### src/rtl/ontransit_arb.sv
// Round-robin scheduler sharing one on-transit handshake engine among N_REQ requesters.
// Drives the engine's do line for a latched burst length, checks the s/g responses,
// and reports completion and protocol errors back to the granted requester.
module ontransit_arb #(
    parameter int unsigned N_REQ = 4,
    parameter int unsigned LEN_W = 8,
    parameter int unsigned TMO   = 15
) (
    input  logic                     clk,
    input  logic                     rst_n,
    input  logic [N_REQ-1:0]         req,
    input  logic [N_REQ*LEN_W-1:0]   len,
    output logic [N_REQ-1:0]         gnt,
    output logic [N_REQ-1:0]         done,
    output logic                     do_o,
    input  logic                     g_i,
    input  logic                     s_i,
    output logic                     busy,
    output logic                     err_tmo,
    output logic                     err_cnt,
    input  logic                     err_clr
);

    localparam int unsigned PTR_W = (N_REQ > 1) ? $clog2(N_REQ) : 1;
    localparam int unsigned TMO_W = 8;

    typedef enum logic [1:0] {
        S_IDLE   = 2'd0,
        S_DRIVE  = 2'd1,
        S_WAIT_G = 2'd2,
        S_COOL   = 2'd3
    } state_e;

    state_e             state_q, state_d;
    logic [N_REQ-1:0]   gnt_q, gnt_d;
    logic [N_REQ-1:0]   done_q, done_d;
    logic               do_q, do_d;
    logic               busy_q, busy_d;
    logic               err_tmo_q, err_tmo_d;
    logic               err_cnt_q, err_cnt_d;
    logic [PTR_W-1:0]   rr_q, rr_d;
    logic [LEN_W-1:0]   len_q, len_d;
    logic [LEN_W-1:0]   dcnt_q, dcnt_d;
    logic [LEN_W-1:0]   scnt_q, scnt_d;
    logic [TMO_W-1:0]   tcnt_q, tcnt_d;

    logic               win_vld;
    logic [PTR_W-1:0]   win_idx;
    logic [PTR_W-1:0]   cand;
    logic [LEN_W-1:0]   win_len;
    logic [LEN_W-1:0]   s_next;
    logic               set_cnt;
    logic               set_tmo;

    // Round-robin search: first set req bit upward from rr_q, wrapping.
    always_comb begin
        win_vld = 1'b0;
        win_idx = '0;
        win_len = '0;
        cand    = '0;
        for (int k = 0; k < int'(N_REQ); k++) begin
            cand = PTR_W'((32'(rr_q) + 32'(k)) % N_REQ);
            if (!win_vld && req[cand]) begin
                win_vld = 1'b1;
                win_idx = cand;
                win_len = len[32'(cand)*LEN_W +: LEN_W];
            end
        end
    end

    // Burst sequencing FSM with s counting, timeout and protocol checks.
    always_comb begin
        state_d = state_q;
        gnt_d   = gnt_q;
        done_d  = '0;
        do_d    = 1'b0;
        rr_d    = rr_q;
        len_d   = len_q;
        dcnt_d  = dcnt_q;
        scnt_d  = scnt_q;
        tcnt_d  = tcnt_q;
        set_cnt = 1'b0;
        set_tmo = 1'b0;

        // Saturating count of s pulses including the current cycle.
        s_next = scnt_q;
        if (s_i && (scnt_q != '1)) begin
            s_next = scnt_q + LEN_W'(1);
        end

        case (state_q)
            S_IDLE: begin
                if (g_i || s_i) begin
                    set_cnt = 1'b1;
                end
                if (win_vld) begin
                    state_d = S_DRIVE;
                    gnt_d   = N_REQ'(1) << win_idx;
                    len_d   = (win_len == '0) ? LEN_W'(1) : win_len;
                    rr_d    = PTR_W'((32'(win_idx) + 32'd1) % N_REQ);
                    dcnt_d  = '0;
                    scnt_d  = '0;
                    tcnt_d  = '0;
                    do_d    = 1'b1;
                end
            end
            S_DRIVE: begin
                if (g_i) begin
                    set_cnt = 1'b1;
                end
                scnt_d = s_next;
                if (dcnt_q == (len_q - LEN_W'(1))) begin
                    state_d = S_WAIT_G;
                    tcnt_d  = '0;
                end else begin
                    dcnt_d = dcnt_q + LEN_W'(1);
                    do_d   = 1'b1;
                end
            end
            S_WAIT_G: begin
                scnt_d = s_next;
                if (g_i) begin
                    if (s_next != (len_q - LEN_W'(1))) begin
                        set_cnt = 1'b1;
                    end
                    state_d = S_COOL;
                    done_d  = gnt_q;
                end else if (tcnt_q == TMO_W'(TMO - 1)) begin
                    set_tmo = 1'b1;
                    state_d = S_COOL;
                    done_d  = gnt_q;
                end else begin
                    tcnt_d = tcnt_q + TMO_W'(1);
                end
            end
            S_COOL: begin
                if (g_i || s_i) begin
                    set_cnt = 1'b1;
                end
                state_d = S_IDLE;
                gnt_d   = '0;
            end
            default: begin
                state_d = S_IDLE;
                gnt_d   = '0;
            end
        endcase

        busy_d    = (state_d != S_IDLE);
        err_tmo_d = (err_tmo_q & ~err_clr) | set_tmo;
        err_cnt_d = (err_cnt_q & ~err_clr) | set_cnt;
    end

    // State and output registers; reset aborts any burst in flight.
    always_ff @(posedge clk or negedge rst_n) begin
        if (!rst_n) begin
            state_q   <= S_IDLE;
            gnt_q     <= '0;
            done_q    <= '0;
            do_q      <= 1'b0;
            busy_q    <= 1'b0;
            err_tmo_q <= 1'b0;
            err_cnt_q <= 1'b0;
            rr_q      <= '0;
            len_q     <= '0;
            dcnt_q    <= '0;
            scnt_q    <= '0;
            tcnt_q    <= '0;
        end else begin
            state_q   <= state_d;
            gnt_q     <= gnt_d;
            done_q    <= done_d;
            do_q      <= do_d;
            busy_q    <= busy_d;
            err_tmo_q <= err_tmo_d;
            err_cnt_q <= err_cnt_d;
            rr_q      <= rr_d;
            len_q     <= len_d;
            dcnt_q    <= dcnt_d;
            scnt_q    <= scnt_d;
            tcnt_q    <= tcnt_d;
        end
    end

    assign gnt     = gnt_q;
    assign done    = done_q;
    assign do_o    = do_q;
    assign busy    = busy_q;
    assign err_tmo = err_tmo_q;
    assign err_cnt = err_cnt_q;

endmodule

### config.mk
export PLATFORM = sky130hd
export DESIGN_NAME = ontransit_arb
export DESIGN_NICKNAME = d
export VERILOG_FILES = /design/src/rtl/ontransit_arb.sv
export SDC_FILE = /design/constraint.sdc
export NUM_CORES = 1
export LEC_CHECK = 0
export CORE_UTILIZATION = 40
export DETAILED_ROUTE_END_ITERATION = 8
export GPL_ROUTABILITY_DRIVEN = 0
export PLACE_DENSITY = 0.61
export SETUP_SLACK_MARGIN = 0.15
export SYNTH_ARGS = -nofsm -noshare
export SYNTH_HDL_FRONTEND = slang
export SYNTH_SLANG_ARGS = --single-unit
### constraint.sdc
create_clock -name clk -period 2.9 [get_ports clk]
set_input_delay 0.29 -clock clk [delete_from_list [all_inputs] [get_ports clk]]
set_output_delay 0.29 -clock clk [all_outputs]
set_load 0.1 [all_outputs]
==> results of run 1 <==
[worst paths after layout]
path	to	slack, ps	cells past startpoint
min in group clk	tcnt_q[7]$_DFFE_PN0P_	490	1
hold reg to reg	tcnt_q[7]$_DFFE_PN0P_	490	1
setup / recovery	dcnt_q[0]$_DFFE_PN0P_	240	8
setup reg to reg	dcnt_q[0]$_DFFE_PN0P_	240	8
max in group asynchronous	dcnt_q[7]$_DFFE_PN0P_	2200	2
hold / removal	state_q[0]$_DFF_PN0_	-20	1
[flip-flops by register name (all words and copies together), names as in the netlist, 2 cells and up]
register / cells
dcnt_q: 8
done: 4
gnt: 4
len_q: 8
rr_q: 2
scnt_q: 8
state_q: 2
tcnt_q: 8
[Yosys cell counts (5+ instances only)]
cell	instances
xnor2_1	23
nor2_1	27
a22o_1	11
nand4_1	9
mux2i_1	18
a211oi_1	6
o31ai_1	8
nor2b_1	9
a21oi_1	21
dfrtp_1	48
nand3_1	20
and3_1	6
xnor3_1	5
inv_1	19
clkbuf_1	26
a221oi_1	5
nand2_1	51
nor3_1	14
o21ai_0	32
nand2b_1	6
o2111a_1	8
mux4_2	14
mux2_2	15
and2_1	5
ha_1	13
[where the power goes]
part	total, W	switching [W]	leakage [nW]	internal, W
clock network	0.000507	0.000247	0.0583	0.000260
logic	0.00323	0.00178	1.49	0.00145
registers	0.00108	0.000237	0.631	0.000841
total	0.00482	0.00226	2.18	0.00256
[layout make-up]
class | instances | area [um^2] | share of cell area
well taps | 136 | 170 | 0.0324
clock buffers | 5 | 68.8 | 0.0131
repair buffers | 76 | 703 | 0.134
flip-flops and latches | 48 | 1200 | 0.229
multi-input cells | 389 | 2990 | 0.569
clock inverters | 3 | 47.5 | 0.00904
inverters | 20 | 75.1 | 0.0143
[logic make-up (layout without fill, tap and decap cells)]
kind of cell / after synthesis / after routing
fa+ha+maj: 13 / 13
flops: 48 / 48
buf+inv: 52 / 104
mux: 47 / 47
compound gates: 128 / 128
simple gates: 170 / 170
xor+xnor: 31 / 31
[metal layers]
layer  track usage  vias to the layer above
met2         0.337                      127
met4        0.0528                        0
met1         0.265                     1872
met5             0                        -
li1              -                     1927
met3        0.0178                       13
[worst max-delay path: cells and delay by family, from the launching register on]
family / cells / cell delay, ps
simple gates: 5 / 1280
xor+xnor: 1 / 290
buf+inv: 1 / 170
mux: 1 / 350
flops: 1 / 470
[through the flow]
stage,hold slack [ps],total power (W),util
finish,-17.4,0.00482,0.503
floorplan,-5.59,0.00351,-
detailed placement,361,0.00429,0.490
global route,30.2,0.00519,0.503
CTS,12.6,0.00483,0.502
global placement,350,0.00425,0.490
[cell usage in the layout (no fill, tap or decap), types with 13 or more instances in the layout]
cell / instances
mux4_2: 14
mux2_2: 15
clkdlybuf4s50_1: 39
mux2i_1: 18
dfrtp_1: 47
ha_1: 13
o21ai_0: 32
nor2_1: 27
buf_4: 33
a21oi_1: 21
nand2_1: 51
xnor2_1: 23
nor3_1: 13
nand3_1: 20
inv_1: 19
[what timing repair did]
action,CTS,global route
pin swaps,0,0
cloned,0,0
setup endpoints to repair,1,8
resized for setup,2,3
==> flow_summary.json, run 1 <==
{
  "slowest_stage": "dfrtp_1",
  "finalSetupViolCount": 0,
  "dpl_cell_area_um2": 5120,
  "finalWirelength_um": 10700,
  "async_flop_share": 1.00,
  "holdBufCountCts": 0,
  "clock_path_buffers": 2,
  "synthMuxAreaShare": 0.152,
  "viasPerCell": 5.82,
  "maxCapViolCount": 0,
  "insertion_delay_ps": 310,
  "htreeDepth": 2,
  "max_freq_ghz": 0.376,
  "portBuffers": 52,
  "critPathMaxStageDelay_ps": 470,
  "synth_nets": 543,
  "die_x_um": 107,
  "die_y_um": 107,
  "root_buffer": "clkbuf_8",
  "yosysTopAreaCell": "dfrtp_1",
  "dpl.cell_count": 669,
  "grt_pass1_vias": 3795,
  "path_max_fanout": 10,
  "synthAdderAreaFrac": 0.0372,
  "grt_pass1_wl_um": 18300,
  "finClkSkew_ps": 14.4,
  "synth_cells": 489,
  "grt_overflow": 0,
  "worst_pin_slew_ps": 639,
  "dr_wl_met3_um": 447,
  "ant_nets": 0,
  "wl_per_cell_um": 15.8,
  "io_pins": 53,
  "slew_viol_final": 0,
  "cts.clk_slew.worst_paths_ps": 100,
  "tritoncts": "done",
  "period_needed_ps": 2660,
  "final_area_um2": 5260,
  "critical_path.most_common_cell": "nand2_1",
  "wl_met2_um": 5090,
  "r2r-start": "len_q[3]$_DFFE_PN0P_",
  "first_pass_iters": 6,
  "arrival_ps": 2860,
  "start_kind": "register",
  "cts_buffers": 5,
  "rsz0062_at_grt": "no",
  "tns_ps": 0,
  "rows": 37,
  "synth.area.top_cells": "dfrtp_1 (27%), mux4_2 (7.2%), xnor2_1 (4.6%)",
  "place_ws_ps": 109,
  "crit_chain": "or3_4, nor3b_2, xnor3_1, nor4_4, buf_12, nand2_1, nand2_1, mux2_2",
  "ys_seq_elements": 48,
  "drt_iter0_drc": 243,
  "power_density_nw_per_um2": 916,
  "netlist_area_um2": 4370,
  "leakagePower_nw": 2.18,
  "critPathKind": "register to register",
  "synth.top_cell.area_share": 0.275,
  "cp.required_ps": 3100,
  "hold_viol_final": 18,
  "diodes": 0,
  "initial_core_util": 0.418,
  "synth_top_family_by_area": "compound AO/OA/AOI/OAI gates",
  "whs_ps": -17.4,
  "fp.dieArea_um2": 11300,
  "grt_max_degree": 36,
  "relSlewSlack": 0.574,
  "top_layer_used": "met4",
  "min_path_type": "primary input to async pin",
  "drc": 0,
  "synth_warnings": 0,
  "ys_types": 65,
  "fin_ws_ps": 239,
  "vias": 3939,
  "place_hpwl_um": 8150,
  "met1_length_um": 4950,
  "synth_edf_count": 0,
  "crit_start": "len_q[3]$_DFFE_PN0P_",
  "ir_drop_v": 0.000419,
  "yosys.area_share.simple": 0.202,
  "track_usage": 0.197,
  "antenna_found_initial": 0,
  "finalCritPeriodShare": 0.918,
  "drive_gt1_frac": 0.163,
  "fillers": 1024,
  "synth-xor-area-share": 0.0779,
  "final_nets": 594,
  "synth-main-ff-cell": "dfrtp_1",
  "end_kind": "register",
  "syn2layout_area_growth_pct": 20.4,
  "layout.cells.non_filler": 677,
  "clock_sinks": 48,
  "violations": "hold timing",
  "synth-seq-area-share": 0.275,
  "syn_area_per_cell_um2": 8.94,
  "synth-compound-area-share": 0.209,
  "core-area_um2": 10500,
  "post-cts-setup-buffers": 0,
  "status": "complete, but fails checks"
}
Power figures use the tool's default switching activity.
==> run 2, diff against run 1 <==
Settings changed: RECOVER_POWER from default to 100.
==> flow_summary.json, run 2 (same netlist as run 1, synthesis figures left out) <==
{
  "tns_ps": 0,
  "path_max_fanout": 10,
  "cts.clk_slew.worst_paths_ps": 100,
  "root_buffer": "clkbuf_8",
  "max_freq_ghz": 0.369,
  "critical_path.most_common_cell": "nand2_1",
  "gr-usage-met2": 0.337,
  "critPathMaxStageDelay_ps": 470,
  "final_nets": 594,
  "first_pass_iters": 4,
  "vias": 3930,
  "layout.cells.non_filler": 677,
  "finalCritPeriodShare": 0.935,
  "place_hpwl_um": 8150,
  "combPwrFrac": 0.666,
  "layout.cells.most_common": "nand2_1",
  "end_kind": "register",
  "portBuffers": 52,
  "die_y_um": 107,
  "switching_share": 0.474,
  "syn2layout_area_growth_pct": 18.5,
  "crit_chain": "or3_1, nor3b_2, xnor3_1, nor4_4, buf_12, nand2_1, nand2_1, mux2_2",
  "status": "complete, but fails checks",
  "grt.met1_usage": 0.265,
  "layout_common_cells": "nand2_1 (51), dfrtp_1 (47), clkdlybuf4s50_1 (38)",
  "cp.required_ps": 3100,
  "post-cts-setup-buffers": 0,
  "clock_path_buffers": 2,
  "slew_viol_final": 30,
  "power_density_nw_per_um2": 917,
  "seqPwrFrac": 0.227,
  "cts_buffers": 5,
  "dpl.cell_count": 669,
  "grt_pass1_vias": 3795,
  "violations": "capacitance limit, slew limit",
  "met3_usage": 0.0178,
  "critPathKind": "register to register",
  "finalWirelength_um": 10700,
  "min_path_type": "primary input to async pin",
  "finClkSkew_ps": 13.0,
  "wl_per_cell_um": 15.8,
  "tritoncts": "done",
  "ir_drop_v": 0.000383,
  "drive_gt1_frac": 0.126,
  "antenna_found_initial": 0,
  "holdBufCountCts": 0,
  "start_kind": "register",
  "clockPowerShare": 0.106,
  "diodes": 0,
  "worst_pin_slew_ps": 1530,
  "track_usage": 0.197,
  "grt-busiest-layer": "met2",
  "whs_ps": 330,
  "viasPerCell": 5.81,
  "grt_max_degree": 36,
  "maxCapViolCount": 1,
  "insertion_delay_ps": 310,
  "relSlewSlack": -0.0194,
  "fp.dieArea_um2": 11300,
  "initial_core_util": 0.418,
  "hold_viol_final": 0,
  "intPower_w": 0.00250,
  "switchingPower_w": 0.00225,
  "finalPower_w": 0.00475,
  "htreeDepth": 2,
  "drc": 0,
  "clock_sinks": 48,
  "slowest_stage": "dfrtp_1",
  "io_pins": 53,
  "leakagePower_nw": 2.10,
  "fillers": 1038,
  "post-route-util": 0.495,
  "grt_overflow": 0,
  "drt_iter0_drc": 266,
  "rows": 37,
  "core-area_um2": 10500,
  "arrival_ps": 2910,
  "period_needed_ps": 2710,
  "grt_pass1_wl_um": 18300,
  "die_x_um": 107,
  "finalSetupViolCount": 0,
  "rsz0062_at_grt": "no",
  "ant_nets": 0
}
-- run 2: cell count changes in the layout (fill, tap and decap cells not counted), sizes merged --
cell,delta
buf,-18
clkbuf,+18
clkdlybuf4s50,-1
dlygate4sd3,+1
-- run 2: power groups by stage --
stage / combinational [W] / sequential, W / clock (W)
2_1_floorplan: 0.00223 / 0.00128 / 0
3_3_place_gp: 0.00317 / 0.00108 / 0
3_5_place_dp: 0.00321 / 0.00109 / 0
4_1_cts: 0.00323 / 0.00108 / 0.000519
5_1_grt: 0.00346 / 0.00111 / 0.000545
6_report: 0.00316 / 0.00108 / 0.000505
-- run 2: what timing repair did --
action / in CTS / in global routing
endpoints found under the setup margin: 1 / 8
resized for setup: 2 / 3
cloned: 0 / 0
endpoints found under the hold margin: 0 / 0
-- run 2: per-layer routing --
layer | vias up | part of all wire
li1 | 1932 | -
met1 | 1880 | 0.47
met2 | 107 | 0.48
met3 | 11 | 0.034
met4 | 0 | 0.015
met5 | - | 0
-- run 2: area by class of cell --
cell class	count	area, um^2	share of cell area
Multi-Input combinational cell	389	2980	0.575
Sequential cell	48	1200	0.232
Timing Repair Buffer	76	638	0.123
Tap cell	136	170	0.0329
Inverter	20	75.1	0.0145
Clock buffer	5	68.8	0.0133
Clock inverter	3	47.5	0.00918
-- run 2: worst paths after layout --
check                                 startpoint                     to  slack, ps  cells past startpoint
max                         len_q[3]$_DFFE_PN0P_  dcnt_q[0]$_DFFE_PN0P_        190                      8
min                                        rst_n   state_q[0]$_DFF_PN0_        330                      1
max reg2reg                 len_q[3]$_DFFE_PN0P_  dcnt_q[0]$_DFFE_PN0P_        190                      8
min reg2reg                tcnt_q[7]$_DFFE_PN0P_  tcnt_q[7]$_DFFE_PN0P_        490                      1
max in group asynchronous                  rst_n  dcnt_q[7]$_DFFE_PN0P_        900                      2
min in group clk           tcnt_q[7]$_DFFE_PN0P_  tcnt_q[7]$_DFFE_PN0P_        490                      1
-- run 2: critical path, delay by kind of cell, from the launching register on --
kind                      cells  cell delay (ps)
xor gates and xnor gates      1              290
DFF                           1              470
and+or+nand+nor               5             1320
buffers and inverters         1              170
muxes                         1              350
-- run 2: per-stage QoR --
| step | worst slack [ps] | instance area (um^2) |
|---|---|---|
| finish | 189 | 5180 |
| detailed placement | 109 | 5120 |
| floorplan | 188 | 4370 |
| global route | 81.3 | 5180 |
| CTS | 156 | 5250 |
| global placement | 125 | 5120 |
==> run 3, diff against run 2 <==
Settings changed: ABC_AREA from default to 1, CELL_PAD_IN_SITES_DETAIL_PLACEMENT from default to 1, CELL_PAD_IN_SITES_GLOBAL_PLACEMENT from default to 1, CORE_UTILIZATION 40 to 36, PLACE_DENSITY 0.61 to default, PLACE_DENSITY_LB_ADDON from default to 0.1.
==> flow_summary.json, run 3 <==
{
  "synth_warnings": 0,
  "worst_pin_slew_ps": 1220,
  "relSlewSlack": 0.187,
  "rsz0062_at_grt": "no",
  "maxCapViolCount": 0,
  "first_pass_iters": 6,
  "start_kind": "register",
  "switchingPower_w": 0.00312,
  "end_kind": "register",
  "core-area_um2": 11500,
  "finalCritPeriodShare": 0.862,
  "max_freq_ghz": 0.400,
  "drc": 2,
  "seqPwrFrac": 0.189,
  "root_buffer": "clkbuf_16",
  "synth.top_cell.area_share": 0.281,
  "async_flop_share": 1.00,
  "insertion_delay_ps": 290,
  "io_pins": 53,
  "grt_max_degree": 49,
  "fp.dieArea_um2": 12300,
  "ys_types": 34,
  "cts_buffers": 5,
  "clock_sinks": 48,
  "grt_overflow": 0,
  "finClkSkew_ps": 4.02,
  "finalSetupViolCount": 0,
  "grt_pass1_wl_um": 21200,
  "final_nets": 793,
  "status": "complete, but fails checks",
  "htreeDepth": 2,
  "dpl.cell_count": 875,
  "track_usage": 0.207,
  "post-cts-setup-buffers": 0,
  "yosysTopAreaCell": "dfrtp_1",
  "leakagePower_nw": 2.49,
  "slew_viol_final": 0,
  "violations": "DRC",
  "layout_common_cells": "nand2_1 (266), inv_1 (77), o21ai_0 (73)",
  "cp.required_ps": 3110,
  "min_path_type": "primary input to async pin",
  "die_x_um": 111,
  "die_y_um": 111,
  "drt_iter0_drc": 173,
  "initial_core_util": 0.372,
  "place_hpwl_um": 9490,
  "finalWirelength_um": 12000,
  "synth-seq-area-share": 0.281,
  "portBuffers": 52,
  "vias": 4435,
  "arrival_ps": 2710,
  "switching_share": 0.568,
  "syn_area_per_cell_um2": 6.15,
  "synth_nets": 750,
  "power_density_nw_per_um2": 1110,
  "synth-main-ff-cell": "dfrtp_1",
  "layout.cells.non_filler": 883,
  "netlist_area_um2": 4280,
  "layout.cells.most_common": "nand2_1",
  "ant_nets": 0,
  "synth.area.top_cells": "dfrtp_1 (28%), nand2_1 (23%), o21ai_0 (7.8%)",
  "syn2layout_area_growth_pct": 16.0,
  "antenna_found_initial": 0,
  "clockPowerShare": 0.124,
  "drive_gt1_frac": 0.0649,
  "cts.clk_slew.worst_paths_ps": 70,
  "grt_pass1_vias": 4605,
  "critPathKind": "register to register",
  "rows": 39,
  "path_max_fanout": 27,
  "ir_drop_v": 0.000343,
  "synthTopCellsByCount": "nand2_1 (266), inv_1 (75), o21ai_0 (67), nand3_1 (51), nor2_1 (50)",
  "holdBufCountCts": 0,
  "synth.most_common_cell": "nand2_1",
  "diodes": 0,
  "post-route-util": 0.431,
  "tritoncts": "done",
  "intPower_w": 0.00238,
  "period_needed_ps": 2500,
  "combPwrFrac": 0.687,
  "viasPerCell": 5.02,
  "hold_viol_final": 0,
  "wl_per_cell_um": 13.6,
  "synth_cells": 696,
  "clock_path_buffers": 2,
  "ys_seq_elements": 48,
  "tns_ps": 0,
  "synth_edf_count": 0
}
## run 3: worst paths after layout
kind | cells after the start | slack [ps] | startpoint | end
worst max-delay path | 15 | 400 | rr_q[0]$_DFFE_PN0P_ | dcnt_q[2]$_DFFE_PN0P_
worst min-delay path | 1 | 240 | rst_n | scnt_q[4]$_DFFE_PN0P_
worst max register to register | 15 | 400 | rr_q[0]$_DFFE_PN0P_ | dcnt_q[2]$_DFFE_PN0P_
worst min register to register | 2 | 490 | err_tmo$_DFF_PN0_ | err_tmo$_DFF_PN0_
max in group asynchronous | 1 | 1920 | rst_n | scnt_q[1]$_DFFE_PN0P_
min in group clk | 2 | 490 | err_tmo$_DFF_PN0_ | err_tmo$_DFF_PN0_
## run 3: kinds of logic (layout without fill, tap and decap cells)
kind of cell / count (synthesis) / in the layout / synth area share
DFF: 48 / 48 / 0.281
AOI/OAI and AO/OA: 95 / 95 / 0.117
adders and majority gates: 13 / 13 / 0.0380
buffers and inverters: 107 / 151 / 0.110
and+or+nand+nor: 411 / 411 / 0.409
xor gates and xnor gates: 22 / 22 / 0.0450
## run 3: what timing repair did
item,CTS,global route
setup endpoints to repair,0,22
hold endpoints to repair,0,0
gates resized for setup,0,4
## run 3: power groups by stage
stage               sequential (W)  combinational, W  clock (W)
floorplan                  0.00127           0.00277          0
global placement           0.00104           0.00373          0
detailed placement         0.00105           0.00387          0
CTS                        0.00104           0.00389   0.000700
global route               0.00107           0.00432   0.000724
finish                     0.00104           0.00378   0.000684
## run 3: critical path, stage by stage, from the launching register on
cell and delay, ps:
dfrtp_1 420, inv_4 230, nand2_1 120, nand3_1 120
nand2_2 190, nor2_4 300, nand2_1 80, nor2_1 160
inv_2 80, nor2_4 90, inv_1 80, o21ai_2 70
inv_2 40, nand2_2 230, nand2_1 100, o21ai_0 90
## run 3: final cells by class
cell class                      instances  area (um^2)
Clock buffer                            5          125
Clock inverter                          3         46.3
Fill cell                            1561         6550
Inverter                               83          317
Multi-Input combinational cell        541         2600
Sequential cell                        48         1200
Tap cell                              143          179
Timing Repair Buffer                   60          497
## run 3: routing by layer
layer	wire length [um]	track usage	share of wire	up-vias
met5	0	0	0	-
met4	184	0.0577	0.015	0
li1	-	-	-	2280
met3	178	0.0197	0.015	13
met1	5540	0.254	0.46	2101
met2	6090	0.383	0.51	41
## run 3: stage by stage
stage / setup WS, ps / area, um^2 / hold slack, ps / total power [W]
2_1_floorplan: 889 / 4280 / -5.59 / 0.00404
3_3_place_gp: 304 / 4850 / 473 / 0.00477
3_5_place_dp: 221 / 4850 / 487 / 0.00492
4_1_cts: 215 / 5020 / 251 / 0.00563
5_1_grt: 88.5 / 4970 / 359 / 0.00611
6_report: 400 / 4970 / 236 / 0.00550
